### src/rtl/conv_pkg.sv
// Shared types and derived geometry for the line-buffer / convolution front end.
package conv_pkg;

    typedef enum logic [1:0] {
        IDLE    = 2'd0,
        READ    = 2'd1,
        DRAIN   = 2'd2,
        RELEASE = 2'd3
    } rd_state_t;

    localparam logic PING = 1'b0;
    localparam logic PONG = 1'b1;

    localparam int DEF_IMAGE_SIZE  = 16;
    localparam int DEF_KERNEL_SIZE = 3;

    // Valid (unpadded) convolution output extent along one axis.
    function automatic int out_dim(input int image_size, input int kernel_size);
        return image_size - kernel_size + 1;
    endfunction

    localparam int OUT_COLS = out_dim(DEF_IMAGE_SIZE, DEF_KERNEL_SIZE);
    localparam int OUT_ROWS = out_dim(DEF_IMAGE_SIZE, DEF_KERNEL_SIZE);

endpackage

### src/rtl/linebuf_read_ctrl_rd_addr_gen.sv
// Enable-driven buffer read address counter with synchronous clear and last-address flag.
module rd_addr_gen #(
    parameter int ADDR_SIZE = 4,
    parameter int LAST_ADDR = 15
) (
    input  logic                 clk,
    input  logic                 rst,
    input  logic                 en,
    input  logic                 clr,
    output logic [ADDR_SIZE-1:0] addr,
    output logic                 last
);

    localparam logic [ADDR_SIZE-1:0] LAST = ADDR_SIZE'(LAST_ADDR);

    logic [ADDR_SIZE-1:0] addr_reg;

    always_ff @(posedge clk or negedge rst) begin
        if (!rst) begin
            addr_reg <= '0;
        end else if (clr) begin
            addr_reg <= '0;
        end else if (en) begin
            addr_reg <= addr_reg + 1'b1;
        end
    end

    assign addr = addr_reg;
    assign last = (addr_reg == LAST);

endmodule

### src/rtl/linebuf_read_ctrl.sv
// Drains the ping/pong line buffers in alternation and streams column/row tagged
// pixels to the window datapath, handing each bank back to the writer when done.
module linebuf_read_ctrl
    import conv_pkg::*;
#(
    parameter int IMAGE_SIZE  = DEF_IMAGE_SIZE,
    parameter int KERNEL_SIZE = DEF_KERNEL_SIZE,
    parameter int ADDR_SIZE   = 4
) (
    input  logic                 clk,
    input  logic                 rst,
    input  logic [1:0]           bank_full,
    output logic [1:0]           bank_release,
    output logic                 rd_en,
    output logic                 rd_bank,
    output logic [ADDR_SIZE-1:0] rd_addr,
    output logic                 pix_valid,
    output logic                 win_valid,
    input  logic                 win_ready,
    output logic [ADDR_SIZE-1:0] col,
    output logic [ADDR_SIZE-1:0] row_cnt,
    output logic                 frame_done,
    output logic                 busy
);

    localparam logic [ADDR_SIZE-1:0] LAST_ROW  = ADDR_SIZE'(out_dim(IMAGE_SIZE, KERNEL_SIZE) - 1);
    localparam logic [ADDR_SIZE-1:0] WIN_START = ADDR_SIZE'(KERNEL_SIZE - 1);

    rd_state_t            state_reg;
    logic                 exp_bank_reg;
    logic                 pix_valid_reg;
    logic [ADDR_SIZE-1:0] col_reg;
    logic [ADDR_SIZE-1:0] row_cnt_reg;
    logic [1:0]           bank_release_reg;
    logic                 frame_done_reg;
    logic                 addr_last;
    logic                 accept;

    // The RAM holds its output while rd_en is low, so a stalled pixel simply stays put.
    assign rd_en  = (state_reg == READ) && (!pix_valid_reg || win_ready);
    assign accept = pix_valid_reg && win_ready;

    rd_addr_gen #(
        .ADDR_SIZE (ADDR_SIZE),
        .LAST_ADDR (IMAGE_SIZE - 1)
    ) u_addr (
        .clk  (clk),
        .rst  (rst),
        .en   (rd_en),
        .clr  (state_reg == RELEASE),
        .addr (rd_addr),
        .last (addr_last)
    );

    always_ff @(posedge clk or negedge rst) begin
        if (!rst) begin
            state_reg        <= IDLE;
            exp_bank_reg     <= PING;
            pix_valid_reg    <= 1'b0;
            col_reg          <= '0;
            row_cnt_reg      <= '0;
            bank_release_reg <= 2'b00;
            frame_done_reg   <= 1'b0;
        end else begin
            bank_release_reg <= 2'b00;
            frame_done_reg   <= 1'b0;

            if (rd_en) begin
                pix_valid_reg <= 1'b1;
                col_reg       <= rd_addr;
            end else if (win_ready) begin
                pix_valid_reg <= 1'b0;
            end

            case (state_reg)
                IDLE: begin
                    if (bank_full[exp_bank_reg]) begin
                        state_reg <= READ;
                    end
                end
                READ: begin
                    if (rd_en && addr_last) begin
                        state_reg <= DRAIN;
                    end
                end
                DRAIN: begin
                    // Release is registered so it lands in RELEASE, one cycle after the last accept.
                    if (accept) begin
                        state_reg                      <= RELEASE;
                        bank_release_reg[exp_bank_reg] <= 1'b1;
                        frame_done_reg                 <= (row_cnt_reg == LAST_ROW);
                    end
                end
                RELEASE: begin
                    exp_bank_reg <= ~exp_bank_reg;
                    row_cnt_reg  <= (row_cnt_reg == LAST_ROW) ? '0 : row_cnt_reg + 1'b1;
                    state_reg    <= IDLE;
                end
                default: state_reg <= IDLE;
            endcase
        end
    end

    assign bank_release = bank_release_reg;
    assign frame_done   = frame_done_reg;
    assign rd_bank      = exp_bank_reg;
    assign pix_valid    = pix_valid_reg;
    assign col          = col_reg;
    assign row_cnt      = row_cnt_reg;
    assign win_valid    = pix_valid_reg && (col_reg >= WIN_START);
    assign busy         = (state_reg != IDLE);

endmodule

### config.mk
export PLATFORM = sky130hd
export DESIGN_NAME = linebuf_read_ctrl
export DESIGN_NICKNAME = d
export VERILOG_FILES = /design/src/rtl/conv_pkg.sv /design/src/rtl/linebuf_read_ctrl_rd_addr_gen.sv /design/src/rtl/linebuf_read_ctrl.sv
export SDC_FILE = /design/constraint.sdc
export NUM_CORES = 1
export LEC_CHECK = 0
export CORE_UTILIZATION = 45
export CTS_CLUSTER_DIAMETER = 30
export DETAILED_ROUTE_END_ITERATION = 7
export PLACE_DENSITY = 0.75
export SYNTH_ARGS = -nofsm -noshare
export SYNTH_HDL_FRONTEND = slang
export SYNTH_SLANG_ARGS = --single-unit
### constraint.sdc
create_clock -name clk -period 2.1 [get_ports clk]
set_input_delay 0.315 -clock clk [delete_from_list [all_inputs] [get_ports clk]]
set_output_delay 0.315 -clock clk [all_outputs]
set_load 0.01 [all_outputs]
Word-level counts from Yosys, hierarchy flattened --
Cells that the tools add are included.
Word-level totals: register bits 19, input bits 5, output and inout port bits 20
Cells by class: $add $sub $neg 2, order comparisons 3, eq/ne operators 8, mux-type cells 17, bitwise logic cells 1, reductions and logical operators 12
Operators with widths (number):
- 4-bit two-way mux | 3
- 2-bit two-way mux | 5
- 4-bit by 1-bit adder with 4-bit output (second input constant) | 2
- 4-bit == test (second input constant) | 2
- 2-bit case mux with 4 select lines | 1
- 1-bit two-way mux | 7
- 2-bit nonzero test | 3
- 1-bit logical AND | 5
- 2-bit == test (second input constant) | 2
- 4-bit by 2-bit greater-or-equal comparator with 1-bit output (second input constant) | 1
- 2-bit inequality test (second input constant) | 2
- 3-bit AND reduction | 1
- 2-bit by 1-bit == test with 1-bit output (second input constant) | 1
- 2-bit zero test | 1
- 1-bit by 2-bit less-than comparator with 1-bit output (second input constant) | 1
- 2-bit by 1-bit inequality test with 1-bit output (second input constant) | 1
- 1-bit demux with 1-bit select | 1
- 1-bit greater-or-equal comparator (second input constant) | 1
- 1-bit zero test | 1
- 1-bit logical OR | 1
- 1-bit NOT | 1

Depth between registers and ports, before layout --
Gate-level depths: netlist of run 1.
depth after elaboration 6, mapped depth 6

Hierarchy --
Synthesis of run 1 repeated with hierarchy kept, for this count alone.
Second synthesis, totals: cell total of the unflattened synthesis 77, area, all modules 897.1 um2
Modules (own cells, without submodules):
- linebuf_read_ctrl | times used 1, cells each 60, area each 698.2 um2, sequential area each 375.4 um2
- rd_addr_gen | times used 1, cells each 17, area each 198.9 um2, sequential area each 100.1 um2

Worst setup path after synthesis of run 1 --
Ideal clock, no wire load.
path kind register -> register, from register state_reg[1], to register state_reg[1], setup time 0.125 ns, arrival 1.355 ns, data required time 1.975 ns, setup slack 0.620 ns, cell stages (with the launch flop) 7, path buffers 0, period minus slack after synthesis 1.480 ns, cells stage by stage dfrtp_1 -> inv_1 -> ha_1 -> inv_1 -> a41o_2 -> nand3_2 -> mux2_4
Between the ends: longest elaborated chain between the ends 5, elaborated cells between the ends (all ways) 11, those cells by class eq/ne: 6; mux: 1; reduce/logical: 4
RTL lines:
- start, declared | RTL line linebuf_read_ctrl.sv:29 | rd_state_t state_reg;
- start signal, assigned | RTL line linebuf_read_ctrl.sv:57 | state_reg <= IDLE;
- start signal, assigned | RTL line linebuf_read_ctrl.sv:78 | state_reg <= READ;
- start signal, assigned | RTL line linebuf_read_ctrl.sv:83 | state_reg <= DRAIN;
- 2-bit by 1-bit == test with 1-bit output | RTL line linebuf_read_ctrl.sv:40, linebuf_read_ctrl.sv:75
- 1-bit logical AND | RTL line linebuf_read_ctrl.sv:40 | assign rd_en = (state_reg == READ) && (!pix_valid_reg || win_ready);
- 1-bit logical AND | RTL line linebuf_read_ctrl.sv:82 | if (rd_en && addr_last) begin
- 2-bit by 1-bit inequality test with 1-bit output (no source line)
- 3-bit AND reduction (no source line)
Several ways; a longest one is shown, not always the timed one. A chain may end at the register's enable or synchronous reset.

Final worst setup path of run 1 --
from register state_reg[0], to output busy
Between the ends: longest elaborated chain between the ends 1
RTL lines:
- 2-bit nonzero test | RTL line linebuf_read_ctrl.sv:111 | assign busy = (state_reg != IDLE);
- end, declared | RTL line linebuf_read_ctrl.sv:23 | output logic busy
Every way passes these cells.

==> results of run 1 <==
-- worst register-to-register path, cell delays in order, from the launching register on --
cell and delay, ns:
dfrtp_1 0.44, inv_2 0.11, ha_4 0.16, inv_1 0.05
a41o_2 0.25, nand3_2 0.08, mux2_4 0.29
-- area by class of cell --
class                   count  share of cell area [%]
repair buffers             26                    21.0
clock inverters             1                   0.412
clock buffers               3                    1.86
inverters                   6                    1.86
flip-flops and latches     19                    39.2
well taps                  25                    2.58
multi-input cells          54                    33.1
-- cell usage in the layout (no fill, tap or decap), drive strengths merged, types with 2 or more instances in the layout --
cell and count:
inv 6, mux2 5, xor2 5, clkdlybuf4s50 24, nor2 7, ha 6
nand2b 2, nand3 8, nand2 10, buf 2, o21ai 4, clkbuf 3
dfrtp 19
-- how the worst max path moves through the flow --
| stage | start | to | slack, ns | depth (start not counted) |
|---|---|---|---|---|
| after floorplan | state_reg[1] | state_reg[1] | 0.62 | 6 |
| after global placement | win_ready | rd_en | 0.17 | 5 |
| after detailed placement | win_ready | rd_en | 0.15 | 5 |
| after CTS | state_reg[1] | rd_en | 0.02 | 5 |
| after global routing | state_reg[0] | busy | 0.005 | 4 |
| final | state_reg[0] | busy | 0.13 | 4 |
-- kinds of logic (layout without fill, tap and decap cells) --
group / Yosys count / in the layout / synth area share, %
AOI/OAI and AO/OA: 8 / 8 / 6.03
xor gates and xnor gates: 5 / 5 / 4.91
adders and majority gates: 6 / 6 / 8.41
buffers and inverters: 7 / 36 / 3.08
DFF: 19 / 19 / 53.3
muxes: 6 / 6 / 7.85
and+or+nand+nor: 29 / 29 / 16.4
-- power groups by stage --
stage | combinational [mW] | sequential [mW] | clock (mW)
2_1_floorplan | 0.417 | 0.667 | 0
3_3_place_gp | 0.784 | 0.640 | 0
3_5_place_dp | 0.809 | 0.651 | 0
4_1_cts | 0.813 | 0.643 | 0.185
5_1_grt | 0.902 | 0.674 | 0.209
6_report | 0.817 | 0.649 | 0.179
-- synth_stat cells --
| master | n | area share, % |
|---|---|---|
| mux2_2 | 4 | 5.0 |
| nand2b_1 | 1 | 0.70 |
| nor4b_1 | 1 | 0.98 |
| nand2_1 | 9 | 3.8 |
| mux2i_1 | 1 | 1.1 |
| mux2_4 | 1 | 1.7 |
| xor2_1 | 5 | 4.9 |
| buf_2 | 1 | 0.56 |
| a41o_2 | 1 | 1.3 |
| ha_1 | 6 | 8.4 |
| nor2_1 | 7 | 2.9 |
| a32oi_1 | 1 | 0.98 |
| a21oi_1 | 1 | 0.56 |
| o21ai_0 | 4 | 2.2 |
| nand3_2 | 1 | 1.1 |
| and3_1 | 1 | 0.70 |
| nand2b_4 | 1 | 1.5 |
| inv_1 | 6 | 2.5 |
| dfrtp_1 | 19 | 53 |
| o31a_1 | 1 | 0.98 |
| nand2_2 | 1 | 0.70 |
| nand3_1 | 7 | 3.9 |
-- layer usage --
layer | vias to the layer above | part of all wire (%) | global-route usage (%)
li1 | 325 | - | -
met1 | 318 | 44 | 22.5
met2 | 21 | 49 | 29.2
met3 | 4 | 5.0 | 4.71
met4 | 0 | 1.6 | 7.06
met5 | - | 0 | 0
==> flow_summary.ini, run 1 <==
[critical_path]
r2r-start = state_reg[1]
cp_max_fo = 4
r2r_setup_slack_ns = 0.61
max_stage_delay_ns = 0.52
slowest_stage = clkdlybuf4s50_1
arrival_ns = 1.66
reg2reg_to = state_reg[1]
end_kind = output pin
critPathKind = register to output pin
cp-start-kind = register
cp_common_cell = inv_1
crit_family = buffers and inverters
cp_data_required_time_ns = 1.78
crit_buf_inv = 3
cp_cell_sequence = inv_1, ha_1, inv_1, clkdlybuf4s50_1
reg2reg_depth = 6

[clock_tree]
cts_tree = built
clk_pin_slew_worst_paths_ns = 0.10
post_cts_buffers = 0
ctsRootBufferMaster = clkbuf_4
insertion_delay_ns = 0.29
cts-hold-fix-buffers = 0
cts_buffers = 3
cts_max_level = 1
clockBufferDepth = 2
cts_resized = 0
cts_sinks = 19

[floorplanning]
coreArea_um2 = 1780
die_area_um2 = 2160
rows = 15
io_pins = 25
start_util_pct = 50.0
die_w_um = 46.5
die_h_um = 46.5

[sta]
timing.final.crit_share_pct = 93.9
fin_tns_setup_ns = 0
hold_viol = 0
max_slew_margin_pct = 72.9
rsz0062_at_grt = false
fin_ws_ns = 0.128
worst_slew_pin_slew_ns = 0.407
slew_viol_final = 0
holdWs_ns = 0.336
finalSetupViolCount = 0
skew_ns = 0.000619
fin_crit_ns = 1.97
fmax_mhz = 507

[routing]
wirelength_mm = 1.61
antenna_left = 0
wl_per_cell_um = 12.0
via_per_inst = 4.99
firstDrtPassIters = 4
vias = 668
drc = 0
drt-initial-drc-count = 15

[place]
dpl.hpwl_mm = 1.27
portBuffers = 24
place.gp.congestion = 0.732
placed_area_um2 = 1170
post-place-ws_ns = 0.152
dpl.cell_count = 130

[final_layout]
fin_area_um2 = 1210
num_antenna_cells = 0
instances_no_fill = 134
multiInputGateArea_um2 = 402
regArea_um2 = 475
n_fill_cell = 148
final_nets = 121
layout-drive-gt1-share_pct = 15.6
area_delta_synth_final_pct = 36.0
final_util_pct = 68.1

[status]
status = complete, no violations

[global_routing]
antenna_found_initial = 0
grt.overflow.total = 0
grt_pass1_wl_mm = 2.68
grt_pass1_vias = 611
grt_max_degree = 20
track_usage_pct = 18.0

[job]
drv_cap = 0

[yosys]
syn_avg_cell_area_um2 = 11.2
syn_nets = 91
ys_types = 22
netlist_area_um2 = 892
ys_seq_elements = 19
ys_warn_count = 0
ys_seq_area_share_pct = 53.3
netlist_instances = 80

[power_and_ir_drop]
power.density_nw_per_um2 = 1360
ir_worst_vdd_mv = 0.733
totalPowerFinal_mw = 1.65
internal-power_mw = 1.02
pwr-share-clk_pct = 10.9
switchingPower_mw = 0.628
swShare_pct = 38.2
leakagePower_nw = 0.574
share_comb_of_total_power_pct = 49.7
seq_power_share_pct = 39.5

[worst_hold_path]
hold_class = primary input to asynchronous set/reset pin
Note: power is estimated with default switching activity, not from simulation.
==> run 2, diff against run 1 <==
- CORE_UTILIZATION: 45 -> 41
- PLACE_DENSITY: 0.75 -> 0.72
- clock period: 2.1 -> 1.8 ns (I/O delays scaled with it)
==> flow_summary.ini, run 2 (synthesis gave the netlist of run 1 again) <==
[status]
status = complete, no violations

[final_layout]
num_antenna_cells = 0
n_fill_cell = 172
final_nets = 125
mostFrequentLayoutCell = clkdlybuf4s50_1
final_cell_mix = clkdlybuf4s50_1 (22), dfrtp_1 (18), nand2_1 (9)
area_delta_synth_final_pct = 39.4
layout-drive-gt1-share_pct = 18.6
final_util_pct = 62.1

[place]
dpl.hpwl_mm = 1.26
post-place-ws_ns = 0.00327
portBuffers = 24
place.gp.congestion = 0.767

[sta]
fin_ws_ns = 0.0783
hold_viol = 0
finalSetupViolCount = 0
skew_ns = 0.00255
fin_crit_ns = 1.72
worst_slew_pin_slew_ns = 0.425
timing.final.crit_share_pct = 95.7
slew_viol_final = 0
rsz0062_at_grt = false
fin_tns_setup_ns = 0
fmax_mhz = 581
max_slew_margin_pct = 71.7

[routing]
firstDrtPassIters = 4
wirelength_mm = 1.69
via_per_inst = 4.81
vias = 674
wl_per_cell_um = 12.1
antenna_left = 0
drc = 0
drt-initial-drc-count = 7

[clock_tree]
cts_tree = built
insertion_delay_ns = 0.29
cts-hold-fix-buffers = 0
cts_buffers = 3
clk_pin_slew_worst_paths_ns = 0.10
clockBufferDepth = 2
cts_max_level = 1
ctsRootBufferMaster = clkbuf_4
cts_sinks = 19

[critical_path]
slowest_stage = clkdlybuf4s50_1
end_kind = output pin
max_stage_delay_ns = 0.47
cp_cell_sequence = o31a_1, clkdlybuf4s50_1
cp_data_required_time_ns = 1.53
critPathKind = register to output pin
cp_max_fo = 3
cp-start-kind = register
arrival_ns = 1.45

[global_routing]
grt_pass1_wl_mm = 3.03
track_usage_pct = 16.7
grt_max_degree = 20
grt.overflow.total = 0
grt_pass1_vias = 637
antenna_found_initial = 0

[floorplanning]
rows = 16
die_h_um = 48.6
die_w_um = 48.6
io_pins = 25
coreArea_um2 = 2000
start_util_pct = 44.6
die_area_um2 = 2370

[power_and_ir_drop]
power.density_nw_per_um2 = 1580
leakagePower_nw = 0.592
ir_worst_vdd_mv = 0.849

[worst_hold_path]
hold_class = primary input to asynchronous set/reset pin

[job]
drv_cap = 0
[run 2: changes by cell type in the layout (fill, tap and decap cells not counted)]
cell and delta:
clkinv_2 -1, dlygate4sd2_1 +2, clkdlybuf4s50_1 -2, dfrtp_1 -1
dfrtp_2 +1, clkbuf_1 +1, buf_4 +4
[run 2: area by class of cell]
cell class / instances / area, um2 / share of cell area, %
flip-flops and latches: 19 / 477 / 38.3
inverters: 6 / 22.5 / 1.81
clock buffers: 4 / 26.3 / 2.11
well taps: 27 / 33.8 / 2.72
repair buffers: 30 / 283 / 22.7
multi-input cells: 54 / 402 / 32.3
[run 2: where the power goes]
| group | internal [mW] | total [mW] | switching [mW] | leakage [nW] |
|---|---|---|---|---|
| logic | 0.554 | 1.01 | 0.455 | 0.332 |
| registers | 0.575 | 0.746 | 0.171 | 0.246 |
| clock network | 0.0861 | 0.209 | 0.123 | 0.0150 |
| total | 1.22 | 1.97 | 0.750 | 0.592 |
[run 2: final timing paths]
check | start | endpoint | slack [ns] | cells past startpoint
min | rst | col[1] | 0.29 | 2
max reg2reg | state_reg[1] | state_reg[1] | 0.35 | 6
min in group clk | col[2] | col[2] | 0.54 | 1
max in group asynchronous | rst | pix_valid | 1.29 | 2
max | col[2] | win_valid | 0.08 | 2
min reg2reg | col[2] | col[2] | 0.54 | 1
[run 2: through the flow]
stage / instance area (um2) / cells / hold WS (ns) / power (mW)
global route: 1240 / 140 / 0.308 / 2.13
floorplan: 892 / 80 / -0.0256 / 1.26
CTS: 1240 / 140 / 0.295 / 1.98
detailed placement: 1190 / 134 / 0.523 / 1.72
finish: 1240 / 140 / 0.294 / 1.97
global placement: 1190 / 134 / 0.491 / 1.68
[run 2: timing repair]
action,in CTS,in global routing
buffers inserted,2,0
resized for setup,5,1
endpoints found under the hold margin,0,0
cloned,0,0
setup endpoints to repair,2,1
[run 2: critical path, delay by kind of cell (launching register included)]
family	cells	cell delay, ns
buf+inv	1	0.47
flops	1	0.40
compound gates	1	0.29
[run 2: layer usage]
metal | vias to the layer above | GRT usage (%) | routed length, um
met5 | - | 0 | 0
met4 | 0 | 2.94 | 14
met3 | 2 | 5.03 | 91
met2 | 21 | 28.7 | 851
met1 | 318 | 21.0 | 730
li1 | 333 | - | -
==> run 3, diff against run 2 <==
- GPL_ROUTABILITY_DRIVEN: unset -> 0
==> results of run 3 <==
No change in the layout: final DEF, timing and power equal those of run 2.
